## src/rtl/bp_be_pkg.sv

```systemverilog
// rtl/bp_be_pkg.sv - shared types for the back-end stride prefetch controller
package bp_be_pkg;

  typedef enum logic [1:0] {
    e_idle,
    e_train,
    e_wait,
    e_issue
  } bp_be_spf_state_e;

endpackage

```

## src/rtl/bp_be_stride_detector.sv

```systemverilog
// rtl/bp_be_stride_detector.sv - single-entry load stride trainer with confidence and age
module bp_be_stride_detector
  import bp_be_pkg::*;
#(
  parameter int vaddr_width_p    = 39,
  parameter int start_thresh_p   = 2,
  parameter int confirm_thresh_p = 4,
  parameter int age_limit_p      = 8
) (
  input  logic                     clk_i,
  input  logic                     reset_i,
  input  bp_be_spf_state_e         state_i,
  input  logic                     load_v_i,
  input  logic [vaddr_width_p-1:0] load_pc_i,
  input  logic [vaddr_width_p-1:0] load_eaddr_i,
  output logic [vaddr_width_p-1:0] pc_o,
  output logic [vaddr_width_p-1:0] last_addr_o,
  output logic [vaddr_width_p-1:0] stride_o,
  output logic                     start_o,
  output logic                     confirm_o,
  output logic                     confirm_hit_o
);

  localparam int conf_w_lp = $clog2(confirm_thresh_p + 1);
  localparam int age_w_lp  = $clog2(age_limit_p + 1);
  localparam logic [conf_w_lp-1:0] start_pre_lp   = conf_w_lp'(start_thresh_p - 1);
  localparam logic [conf_w_lp-1:0] confirm_pre_lp = conf_w_lp'(confirm_thresh_p - 1);
  localparam logic [conf_w_lp-1:0] conf_max_lp    = conf_w_lp'(confirm_thresh_p);
  localparam logic [age_w_lp-1:0]  age_last_lp    = age_w_lp'(age_limit_p - 1);

  logic [vaddr_width_p-1:0] pc_r, last_addr_r, stride_r, delta;
  logic [conf_w_lp-1:0]     conf_r;
  logic [age_w_lp-1:0]      age_r;
  logic                     start_r, confirm_r;
  logic                     pc_match, train_load, stride_hit, replace;

  // Stride is a modular difference, so negative strides compare naturally.
  assign pc_match   = (load_pc_i == pc_r);
  assign delta      = load_eaddr_i - last_addr_r;
  assign train_load = load_v_i && (state_i == e_train);
  assign stride_hit = train_load && pc_match && (delta == stride_r) && (delta != '0);
  assign replace    = load_v_i && ((state_i == e_idle) ||
                                   (train_load && !pc_match && (age_r == age_last_lp)));

  assign confirm_hit_o = stride_hit && (conf_r == confirm_pre_lp);
  assign pc_o          = pc_r;
  assign last_addr_o   = last_addr_r;
  assign stride_o      = stride_r;
  assign start_o       = start_r;
  assign confirm_o     = confirm_r;

  always_ff @(posedge clk_i) begin
    if (reset_i) begin
      pc_r        <= '0;
      last_addr_r <= '0;
      stride_r    <= '0;
      conf_r      <= '0;
      age_r       <= '0;
      start_r     <= 1'b0;
      confirm_r   <= 1'b0;
    end else begin
      start_r   <= stride_hit && (conf_r == start_pre_lp);
      confirm_r <= confirm_hit_o;
      if (replace) begin
        pc_r        <= load_pc_i;
        last_addr_r <= load_eaddr_i;
        stride_r    <= '0;
        conf_r      <= '0;
        age_r       <= '0;
      end else if (train_load && pc_match) begin
        last_addr_r <= load_eaddr_i;
        age_r       <= '0;
        if (stride_hit) begin
          if (conf_r != conf_max_lp) conf_r <= conf_r + conf_w_lp'(1);
        end else begin
          stride_r <= delta;
          conf_r   <= '0;
        end
      end else if (train_load) begin
        age_r <= age_r + age_w_lp'(1);
      end else if (load_v_i && (state_i == e_wait) && pc_match) begin
        last_addr_r <= load_eaddr_i;
      end
    end
  end

endmodule

```

## src/rtl/bp_be_stride_prefetch_ctrl.sv

```systemverilog
// rtl/bp_be_stride_prefetch_ctrl.sv - loop discovery handshake and strided D$ prefetch issue
module bp_be_stride_prefetch_ctrl
  import bp_be_pkg::*;
#(
  parameter int vaddr_width_p    = 39,
  parameter int output_range_p   = 8,
  parameter int start_thresh_p   = 2,
  parameter int confirm_thresh_p = 4,
  parameter int max_prefetch_p   = 16,
  parameter int age_limit_p      = 8,
  parameter int wait_timeout_p   = 256
) (
  input  logic                      clk_i,
  input  logic                      reset_i,
  input  logic                      load_v_i,
  input  logic [vaddr_width_p-1:0]  load_pc_i,
  input  logic [vaddr_width_p-1:0]  load_eaddr_i,
  output logic                      start_discovery_o,
  output logic                      confirm_discovery_o,
  output logic [vaddr_width_p-1:0]  striding_pc_o,
  input  logic [output_range_p-1:0] remaining_iterations_i,
  input  logic                      v_i,
  output logic                      yumi_o,
  output logic                      prefetch_v_o,
  output logic [vaddr_width_p-1:0]  prefetch_addr_o,
  input  logic                      prefetch_ready_i
);

  localparam int timer_w_lp = $clog2(wait_timeout_p + 1);
  localparam logic [timer_w_lp-1:0]     timeout_last_lp = timer_w_lp'(wait_timeout_p - 1);
  localparam logic [output_range_p-1:0] max_count_lp    = output_range_p'(max_prefetch_p);

  bp_be_spf_state_e          state_r;
  logic [timer_w_lp-1:0]     timer_r;
  logic [output_range_p-1:0] count_r, count_clamped;
  logic [vaddr_width_p-1:0]  addr_r, stride, last_addr;
  logic                      confirm_hit;

  bp_be_stride_detector #(
    .vaddr_width_p    (vaddr_width_p),
    .start_thresh_p   (start_thresh_p),
    .confirm_thresh_p (confirm_thresh_p),
    .age_limit_p      (age_limit_p)
  ) detector (
    .clk_i         (clk_i),
    .reset_i       (reset_i),
    .state_i       (state_r),
    .load_v_i      (load_v_i),
    .load_pc_i     (load_pc_i),
    .load_eaddr_i  (load_eaddr_i),
    .pc_o          (striding_pc_o),
    .last_addr_o   (last_addr),
    .stride_o      (stride),
    .start_o       (start_discovery_o),
    .confirm_o     (confirm_discovery_o),
    .confirm_hit_o (confirm_hit)
  );

  // Counts arriving outside e_wait are stale and simply drained.
  assign count_clamped   = (remaining_iterations_i > max_count_lp) ? max_count_lp
                                                                   : remaining_iterations_i;
  assign yumi_o          = v_i && (state_r != e_issue);
  assign prefetch_v_o    = (state_r == e_issue);
  assign prefetch_addr_o = addr_r;

  always_ff @(posedge clk_i) begin
    if (reset_i) begin
      state_r <= e_idle;
      timer_r <= '0;
      count_r <= '0;
      addr_r  <= '0;
    end else begin
      case (state_r)
        e_idle: if (load_v_i) state_r <= e_train;
        e_train: begin
          if (confirm_hit) begin
            state_r <= e_wait;
            timer_r <= '0;
          end
        end
        e_wait: begin
          timer_r <= timer_r + timer_w_lp'(1);
          if (v_i) begin
            count_r <= count_clamped;
            if (count_clamped == '0) begin
              state_r <= e_idle;
            end else begin
              addr_r  <= last_addr + stride;
              state_r <= e_issue;
            end
          end else if (timer_r == timeout_last_lp) begin
            state_r <= e_idle;
          end
        end
        e_issue: begin
          if (prefetch_ready_i) begin
            addr_r  <= addr_r + stride;
            count_r <= count_r - output_range_p'(1);
            if (count_r == output_range_p'(1)) state_r <= e_idle;
          end
        end
        default: state_r <= e_idle;
      endcase
    end
  end

endmodule

```

## config.mk

```make
export PLATFORM = sky130hd
export DESIGN_NAME = bp_be_stride_prefetch_ctrl
export DESIGN_NICKNAME = d
export VERILOG_FILES = /design/src/rtl/bp_be_pkg.sv /design/src/rtl/bp_be_stride_detector.sv /design/src/rtl/bp_be_stride_prefetch_ctrl.sv
export SDC_FILE = /design/constraint.sdc
export NUM_CORES = 1
export LEC_CHECK = 0
export BUFFER_PORTS_ARGS = -buffer_cell sky130_fd_sc_hd__buf_4
export CAP_MARGIN = 40
export CORE_ASPECT_RATIO = 0.7
export CORE_MARGIN = 5
export CORE_UTILIZATION = 45
export DETAILED_ROUTE_END_ITERATION = 12
export GPL_ROUTABILITY_DRIVEN = 1
export SLEW_MARGIN = 20
export SYNTH_ARGS = -nofsm -noshare
export SYNTH_HDL_FRONTEND = slang
export SYNTH_HIERARCHICAL = 1
export SYNTH_SLANG_ARGS = --single-unit
```

## constraint.sdc

```tcl
create_clock -name clk_i -period 4.74 [get_ports clk_i]
set_clock_uncertainty 0.1 [all_clocks]
set_input_delay 0.474 -clock clk_i [delete_from_list [all_inputs] [get_ports clk_i]]
set_output_delay 0.474 -clock clk_i [all_outputs]
set_load 0.05 [all_outputs]
```

==> Yosys cells after proc, flatten, opt, wreduce, memory -nomap -nowiden <==
Index checks and enable logic that the tools add are counted.
W data, S select, Z words.
{ "totals": {"reg_bits": 184, "in_bits": 91} }
{ "classes": {"add_sub_neg": 7, "n_lt_le_gt_ge": 1, "n_eq_ne": 21, "muxes": 24, "n_bitwise": 1, "n_reduce_logical": 29} }
{ "op_table": {"columns": ["cell", "count"], "rows": [
  ["$mux W39", 7],
  ["$add A39 B39 Y39", 2],
  ["$eq A39 B39 Y1", 2],
  ["$pmux W39 S2", 1],
  ["$reduce_bool A39 Y1", 1],
  ["$sub A39 B39 Y39", 1],
  ["$mux W8", 3],
  ["$pmux W9 S2", 1],
  ["$pmux W8 S2", 1],
  ["$mux W2", 7],
  ["$logic_and A1 B1 Y1", 12],
  ["$ne A2 B2 Y1 const B", 6],
  ["$add A9 B1 Y9 const B", 1],
  ["$eq A9 B8 Y1 const B", 1],
  ["$mux W9", 1],
  ["$ne A3 B3 Y1 const B", 3],
  ["$eq A8 B1 Y1 const B", 1],
  ["$gt A8 B5 Y1 const B", 1],
  ["$logic_not A8 Y1", 1],
  ["$pmux W2 S4", 1],
  ["$reduce_and A2 Y1", 4],
  ["$sub A8 B1 Y8 const B", 1],
  ["$mux W3", 2],
  ["$reduce_and A5 Y1", 1],
  ["other kinds (18)", 21]
]} }

==> Longest topological paths before layout <==
Gate-level depths: netlist (run 1).
{ "depth": {"depth_word": 8, "mapped_depth": 20, "mapped_depth_nobuf": 19} }

==> Modules after synthesis <==
Netlist (run 1), hierarchy kept.
{ "by_module_without_submodules": {"columns": ["module", "n_inst", "cells_per_inst", "area_each_um2"], "rows": [
  ["bp_be_stride_detector", 1, 1212, 9691.8],
  ["bp_be_stride_prefetch_ctrl", 1, 701, 5418.9]
]} }

==> Worst setup path before layout (run 1) <==
OpenSTA, ideal clock, no wires.
{ "synth_path": {"path_kind": "input to register", "from": "in load_eaddr_i[0]", "to": "reg state_r[0]", "setup_time_ns": 0.128, "t_arrival_ns": 4.178, "t_required_ns": 4.512, "slack_ns": 0.334, "path_stages": 19, "path_buffers": 0, "path_cell_list": "inv_1 > ha_1 > fa_1 > nand2b_1 > a21o_1 > a21oi_1 > xnor2_1 > xnor2_1 > nand2_1 > or4b_1 > nor4b_1 > nand4_1 > a2111oi_0 > and2_1 > o22ai_1 > a311oi_1 > a21oi_1 > a31oi_1 > nor2_1"} }
{ "synth_via": {"elab_chain_cells": 7} }
{ "synth_rtl": {"columns": ["element", "line", "source"], "rows": [
  ["from (decl)", "bp_be_stride_prefetch_ctrl.sv:17", "input logic [vaddr_width_p-1:0] load_eaddr_i,"],
  ["$sub A39 B39 Y39 *", "bp_be_stride_detector.sv:39", "assign delta = load_eaddr_i - last_addr_r;"],
  ["$eq A39 B39 Y1", "bp_be_stride_detector.sv:41", "assign stride_hit = train_load && pc_match && (delta == stride_r) && (delta != '0);"],
  ["$logic_and A1 B1 Y1", "bp_be_stride_detector.sv:41", null],
  ["$logic_and A1 B1 Y1 *", "bp_be_stride_detector.sv:41", null],
  ["$logic_and A1 B1 Y1 *", "bp_be_stride_detector.sv:45", "assign confirm_hit_o = stride_hit && (conf_r == confirm_pre_lp);"],
  ["named net confirm_hit", "bp_be_stride_prefetch_ctrl.sv:37", "logic confirm_hit;"],
  ["$ne A2 B2 Y1 (no source line) *", null, null],
  ["$reduce_and A5 Y1 (no source line) *", null, null],
  ["to (signal assigned)", "bp_be_stride_prefetch_ctrl.sv:68", "state_r <= e_idle;"],
  ["to (signal assigned)", "bp_be_stride_prefetch_ctrl.sv:74", "e_idle: if (load_v_i) state_r <= e_train;"],
  ["to (signal assigned)", "bp_be_stride_prefetch_ctrl.sv:77", "state_r <= e_wait;"],
  ["to (decl)", "bp_be_stride_prefetch_ctrl.sv:33", "bp_be_spf_state_e state_r;"]
]} }
Mark *: on every way through the listed nets, which the timed path passes. The rest lies on a longest branch.
A chain may end at the register's enable or synchronous reset.

==> Worst setup path in the final report (run 1) <==
{ "layout_path": {"from": "reg detector.last_addr_r[7] (netlist: detector/last_addr_o[7])", "to": "reg timer_r[8]"} }
{ "layout_via": {"elab_chain_cells": 7} }
{ "layout_rtl": {"columns": ["element", "line", "source"], "rows": [
  ["from (decl)", "bp_be_stride_detector.sv:31", "logic [vaddr_width_p-1:0] pc_r, last_addr_r, stride_r, delta;"],
  ["from (signal assigned)", "bp_be_stride_detector.sv:66", "last_addr_r <= load_eaddr_i;"],
  ["from (signal assigned)", "bp_be_stride_detector.sv:71", "last_addr_r <= load_eaddr_i;"],
  ["from (signal assigned)", "bp_be_stride_detector.sv:82", "last_addr_r <= load_eaddr_i;"],
  ["$sub A39 B39 Y39 *", "bp_be_stride_detector.sv:39", null],
  ["$eq A39 B39 Y1", "bp_be_stride_detector.sv:41", null],
  ["$logic_and A1 B1 Y1", "bp_be_stride_detector.sv:41", null],
  ["$logic_and A1 B1 Y1 *", "bp_be_stride_detector.sv:41", null],
  ["$logic_and A1 B1 Y1 *", "bp_be_stride_detector.sv:45", null],
  ["named net confirm_hit", "bp_be_stride_prefetch_ctrl.sv:37", null],
  ["$ne A2 B2 Y1 (no source line) *", null, null],
  ["$reduce_and A2 Y1 (no source line) *", null, null],
  ["to (signal assigned)", "bp_be_stride_prefetch_ctrl.sv:82", "timer_r <= timer_r + timer_w_lp'(1);"],
  ["to (decl)", "bp_be_stride_prefetch_ctrl.sv:34", "logic [timer_w_lp-1:0] timer_r;"]
]} }
Marked as above.

==> flow_summary.yaml, run 1 <==
clock_tree:
  cts_tree: "done"
  clock_latency_ns: 0.46
  cts.sinks: 184
  cts_buffers: 17
  cts-htree-levels: 4
  clkSlewWorstSetupHoldPaths_ns: 0.08
  clockRootBuffer: "clkbuf_16"
  clockBufferDepth: 2
  hold_buffers: 0
synth:
  synth_seq_cells: 184
  synthCells: 1913
  yosysSeqAreaShare: 0.244
  synth.distinct_cells: 97
  synth_top_flop_cell: "dfxtp_1"
  yosysWarningCount: 6
  syn_nets: 2093
  synth_area_um2: 15100
  synth_edf_count: 0
  synth_area_per_cell_um2: 7.90
  async_reset_ff_frac: 0
worst_hold_path:
  hp-class: "input pin to flop"
  whs_path_depth: 3
floorplanning:
  boundaryPins: 173
  die_h_um: 163
  initial_utilization: 0.453
  fp.dieW_um: 229
  rows: 56
  core-area_um2: 33400
  die-area_um2: 37400
layout:
  antenna_cells: 0
  stdcell_count: 2719
  finish.utilization: 0.585
  layout_commonest_cell: "buf_4"
  drive_above_1_share: 0.269
  nets: 2451
  mostFrequentLayoutCells: "buf_4 (432), nand2_1 (206), nor2_1 (194)"
  n_fill_cell: 3144
  syn2layout_area_growth_pct: 29.1
routing:
  avgViaCountPerCell: 5.83
  wire_per_inst_um: 20.5
  drc_errors: 0
  first_pass_iters: 6
  drtIter0Drc: 1327
  drtAntennaViolNets: 0
  num_vias: 15800
  totalWireLength_um: 55800
global_routing:
  grt_pass1_wl_um: 84600
  gr-total-overflow: 0
  grt_max_degree: 57
  antenna_found_initial: 0
  grt_use_total: 0.285
  grt_pass1_vias: 14700
setup_path:
  r2r_cells: 21
  required_ns: 4.99
  arrival_ns: 4.83
  end_kind: "flop"
  cp-start-kind: "flop"
  crit_fanout: 9
  crit_type: "flop to flop"
placed_design:
  dpl.cell_count: 2684
  place_ws_ns: -0.523
  dp_hpwl_um: 44900
  place_congestion: 0.997
  portBuffers: 172
timing:
  slew_viol_final: 0
  slew_headroom: 0.499
  finalWorstSetupSlack_ns: 0.161
  finalHoldViolCount: 0
  grt_setup_unrepaired: "yes"
  hold_slack_ns: 0.154
  setup_viol: 0
  min_period_ns: 4.58
  min_period_over_period: 0.966
  fmax_ghz: 0.218
  tightest_slew_ns: 0.744
  finalSetupTns_ns: 0
power_and_ir_drop:
  pwr_density_cell_nw_per_um2: 390
  irDropWorstVdd_v: 0.000239
  p_leak_nw: 8.47
job:
  drv_cap: 0
run_status:
  outcome: "finished, final reports clean"
-- layout make-up --
type | count | area (µm²) | area share
clock buffers | 17 | 425 | 0.0218
well taps | 435 | 544 | 0.0279
repair buffers | 436 | 3320 | 0.170
flip-flops and latches | 184 | 3690 | 0.189
multi-input cells | 1557 | 11100 | 0.567
clock inverters | 15 | 183 | 0.00936
inverters | 75 | 282 | 0.0144
-- metrics by stage --
step	total power [W]	area, µm²
finish	0.00760	19500
global route	0.00802	19500
CTS	0.00745	19200
detailed placement	0.00589	18600
global placement	0.00586	18600
floorplan	0.00429	15100
-- routing by layer --
layer	routed length, µm	up-vias	part of all wire	track usage
met3	4080	58	0.073	0.0660
met2	24100	532	0.43	0.437
met1	26600	7550	0.48	0.409
met4	947	0	0.017	0.0658
li1	-	7700	-	-
met5	0	-	0	0
-- cell usage after synthesis (7+ instances only) --
cell type | n | area share
xor2_1 | 67 | 0.039
mux2i_1 | 122 | 0.081
a21oi_1 | 128 | 0.042
a211oi_1 | 16 | 0.0079
nor3_1 | 43 | 0.014
o211ai_1 | 15 | 0.0075
or2_2 | 11 | 0.0046
a22oi_1 | 7 | 0.0035
o21a_1 | 23 | 0.011
and4_1 | 12 | 0.0070
o21ai_0 | 67 | 0.022
xnor3_1 | 7 | 0.010
inv_1 | 74 | 0.018
nand3_1 | 54 | 0.018
mux2_2 | 38 | 0.028
a31oi_1 | 16 | 0.0066
ha_1 | 87 | 0.072
nor2_1 | 199 | 0.049
and3_1 | 16 | 0.0066
buf_2 | 27 | 0.0089
or4_1 | 7 | 0.0035
nand3b_1 | 9 | 0.0045
a2111oi_0 | 8 | 0.0046
clkbuf_1 | 49 | 0.012
o21ai_1 | 18 | 0.0060
and2_1 | 19 | 0.0079
o21bai_1 | 10 | 0.0050
or3_1 | 30 | 0.012
nand2_1 | 208 | 0.052
a21o_1 | 33 | 0.016
nand4_1 | 37 | 0.015
buf_1 | 15 | 0.0037
xnor2_1 | 39 | 0.023
dfxtp_1 | 184 | 0.24
o2111ai_1 | 8 | 0.0046
nor2b_1 | 15 | 0.0062
nand2b_1 | 12 | 0.0050
o31ai_1 | 9 | 0.0045
nor4_1 | 30 | 0.012
-- registers in the layout, summed over array words and instances, names as in the netlist --
register              flops
detector/last_addr_o     39
detector/pc_o            39
detector/stride_o        39
prefetch_addr_o          39
timer_r                   9
count_r                   8
detector/age_r            4
detector/conf_r           3
state_r                   2
detector/confirm_o        1
detector/start_o          1
-- what timing repair did --
item,CTS,global route
gates cloned,0,0
endpoints found under the setup margin,11,15
resized for setup,11,63
setup buffers,0,3
pin swaps,0,20
-- worst paths after layout --
kind / from / slack, ns / to
max: detector/last_addr_o[7]$_SDFFE_PP0P_ / 0.16 / timer_r[8]$_SDFFE_PP0P_
max reg2reg: detector/last_addr_o[7]$_SDFFE_PP0P_ / 0.16 / timer_r[8]$_SDFFE_PP0P_
min reg2reg: prefetch_addr_o[5]$_SDFFE_PP0P_ / 0.37 / prefetch_addr_o[5]$_SDFFE_PP0P_
min: load_eaddr_i[35] / 0.15 / detector/last_addr_o[35]$_SDFFE_PP0P_
-- where the power goes --
part	switching [W]	total (W)	internal, W
Combinational	0.00243	0.00420	0.00177
Sequential	0.000155	0.00188	0.00172
Clock	0.000728	0.00153	0.000801
-- cell families (layout without fill, tap and decap cells) --
group / after synthesis / after routing / synth area share
xor+xnor: 116 / 116 / 0.0761
compound gates: 458 / 458 / 0.210
flops: 184 / 184 / 0.244
mux: 161 / 161 / 0.110
buf+inv: 172 / 543 / 0.0472
fa+ha+maj: 89 / 89 / 0.0747
simple gates: 733 / 733 / 0.238
-- critical path: stages, from the launching register on --
cell and delay, ns:
dfxtp_1 0.35, inv_1 0.05, ha_1 0.30, buf_4 0.17, and4_1 0.26, buf_4 0.13, nand2_1 0.08, a21oi_2 0.23
nor3_2 0.09, buf_4 0.15, xnor2_1 0.18, nor4_2 0.19, buf_4 0.18, nand3_1 0.11, or4_4 0.57, nor4_4 0.30
a2111oi_4 0.12, buf_4 0.15, and2_4 0.19, nand2_4 0.13, a21oi_1 0.08, a2111oi_1 0.35
(Power assumes the default switching activity.)
==> run 2: changes to the inputs <==
CELL_PAD_IN_SITES_DETAIL_PLACEMENT = 0   (was unset)
CELL_PAD_IN_SITES_GLOBAL_PLACEMENT = 1   (was unset)
CORE_UTILIZATION = 40   (was 45)
PLACE_DENSITY_LB_ADDON = 0.1   (was unset)
clock period = 4.1 ns   (was 4.74 ns; I/O delays follow)
==> flow_summary.yaml, run 2 (same netlist as run 1, synthesis figures left out) <==
timing:
  grt_setup_unrepaired: "yes"
  fmax_ghz: 0.228
  setup_viol: 49
  tightest_slew_ns: 0.874
  slew_viol_final: 0
  finalHoldViolCount: 0
  slew_headroom: 0.417
  min_period_ns: 4.38
  finalWorstSetupSlack_ns: -0.285
  min_period_over_period: 1.07
routing:
  drtIter0Drc: 1463
  drc_errors: 0
  wire_per_inst_um: 20.8
  first_pass_iters: 5
  num_vias: 16800
  drtAntennaViolNets: 0
  totalWireLength_um: 61200
  avgViaCountPerCell: 5.70
setup_path:
  crit_fanout: 8
  arrival_ns: 4.64
  slowest_stage: "or4b_4"
  required_ns: 4.36
  slowest_delay_ns: 0.54
  cp_common_cell: "buf_4"
  path_delay_family: "simple AND/OR/NAND/NOR gates"
  path_cells: "inv_1 -> ha_4 -> buf_4 -> and4_2 -> buf_4 -> nand2_2 -> a21oi_4 -> buf_4 -> or4b_4 -> a22o_1 -> a221oi_2 -> nand4_1 -> or4_4 -> a2111oi_4 -> a21oi_4 -> buf_4 -> buf_12 -> buf_16 -> mux2i_1"
  crit_type: "flop to flop"
  timing.rr.start: "detector/last_addr_o[5]$_SDFFE_PP0P_"
  critPathLaunch: "detector/last_addr_o[5]$_SDFFE_PP0P_"
  cp-start-kind: "flop"
  cp_num_buf_inv: 7
  end_kind: "flop"
power_and_ir_drop:
  p_clk_frac: 0.193
  pwr-share-comb: 0.583
  seqPwrFrac: 0.224
  pwr_density_cell_nw_per_um2: 448
  internal-power_w: 0.00556
  irDropWorstVdd_v: 0.000335
  p_leak_nw: 9.48
  swShare: 0.429
  p_switching_w: 0.00417
floorplanning:
  die-area_um2: 41800
  initial_utilization: 0.406
  fp.dieW_um: 242
  die_h_um: 173
  core-area_um2: 37200
  rows: 59
  boundaryPins: 173
layout:
  mostFrequentLayoutCells: "buf_4 (579), nand2_1 (200), nor2_1 (187)"
  antenna_cells: 0
  n_fill_cell: 3408
  syn2layout_area_growth_pct: 43.8
  stdcell_count: 2942
  nets: 2621
  drive_above_1_share: 0.360
  design_area_um2: 21700
  layout_commonest_cell: "buf_4"
placed_design:
  dp_hpwl_um: 48200
  dpl-instance-area_um2: 19700
  portBuffers: 172
  dpl.cell_count: 2868
  place_congestion: 1.02
global_routing:
  antenna_found_initial: 0
  met1_usage: 0.402
  gr-total-overflow: 0
  met2_usage: 0.427
  grt_pass1_vias: 16200
  grt_use_total: 0.279
  grt.busiest_layer: "met2"
  grt_max_degree: 75
  grt_pass1_wl_um: 93700
  use_met3: 0.0506
job:
  drv_cap: 0
clock_tree:
  hold_buffers: 0
  clockRootBuffer: "clkbuf_16"
  clockBufferDepth: 2
  cts_buffers: 17
  cts-htree-levels: 4
  clock_latency_ns: 0.47
  cts.sinks: 184
  clkSlewWorstSetupHoldPaths_ns: 0.08
  cts_tree: "done"
worst_hold_path:
  min_from: "load_eaddr_i[36]"
  hp-class: "input pin to flop"
run_status:
  outcome: "finished with violations"
  violations: "negative setup slack"
run 2: changes by cell type in the layout (fill, tap and decap cells not counted), sizes merged:
cell    change
buf       +170
clkinv      -3
inv         +2
bufinv      +1
run 2: final cells by class:
cell class / instances / area [µm²] / share of cell area
Sequential cell: 184 / 3710 / 0.171
Inverter: 75 / 282 / 0.0130
Tap cell: 488 / 611 / 0.0281
Timing Repair Buffer: 606 / 4760 / 0.219
Clock buffer: 17 / 425 / 0.0196
Clock inverter: 15 / 203 / 0.00933
Multi-Input combinational cell: 1557 / 11700 / 0.540
run 2: worst paths after layout:
check | to | cells past startpoint | slack, ns
setup / recovery | detector/stride_o[29]$_SDFFE_PP0P_ | 19 | -0.28
hold / removal | detector/last_addr_o[36]$_SDFFE_PP0P_ | 3 | 0.09
setup reg to reg | detector/stride_o[29]$_SDFFE_PP0P_ | 19 | -0.28
hold reg to reg | prefetch_addr_o[20]$_SDFFE_PP0P_ | 2 | 0.37
run 2: power groups by stage:
stage                     clock (W)  sequential (W)  combinational (W)
after CTS                   0.00192         0.00218            0.00549
after global routing        0.00198         0.00221            0.00604
after global placement            0         0.00220            0.00496
final                       0.00188         0.00218            0.00567
after floorplan                   0         0.00249            0.00247
after detailed placement          0         0.00221            0.00502
run 2: routing by layer:
layer / part of all wire / wire, µm / vias up
met5: 0 / 0 / -
met4: 0.029 / 1780 / 0
met1: 0.47 / 28900 / 8094
met3: 0.067 / 4080 / 93
met2: 0.43 / 26400 / 544
li1: - / - / 8050
run 2: worst reg2reg max path, delay by kind of cell, from the launching register on:
family                   cells  cell delay (ns)
AO/OA/AOI/OAI                5             1.07
adder cells (fa/ha/maj)      1             0.22
buffers and inverters        7             0.92
flip-flops                   1             0.34
multiplexers                 1             0.12
AND/OR/NAND/NOR              5             1.51
run 2: what timing repair did:
action / 4_1_cts / 5_1_grt
setup buffers: 34 / 8
resized for setup: 185 / 36
gates cloned: 1 / 0
endpoints found under the hold margin: 0 / 0
setup endpoints to repair: 50 / 50
pin swaps: 43 / 13
run 2: per-stage QoR:
step           hold slack [ns]  power (W)  utilization  worst slack (ns)  TNS (ns)
2_1_floorplan            0.353    0.00496            -           -0.0198   -0.0198
3_3_place_gp             0.355    0.00716        0.528            -0.795    -31.23
3_5_place_dp             0.363    0.00723        0.528            -0.941    -33.81
4_1_cts                 0.0749    0.00958        0.577            -0.185     -4.57
5_1_grt                 0.0839     0.0102        0.584            -0.405    -14.96
6_report                0.0889    0.00973        0.584            -0.285     -8.82
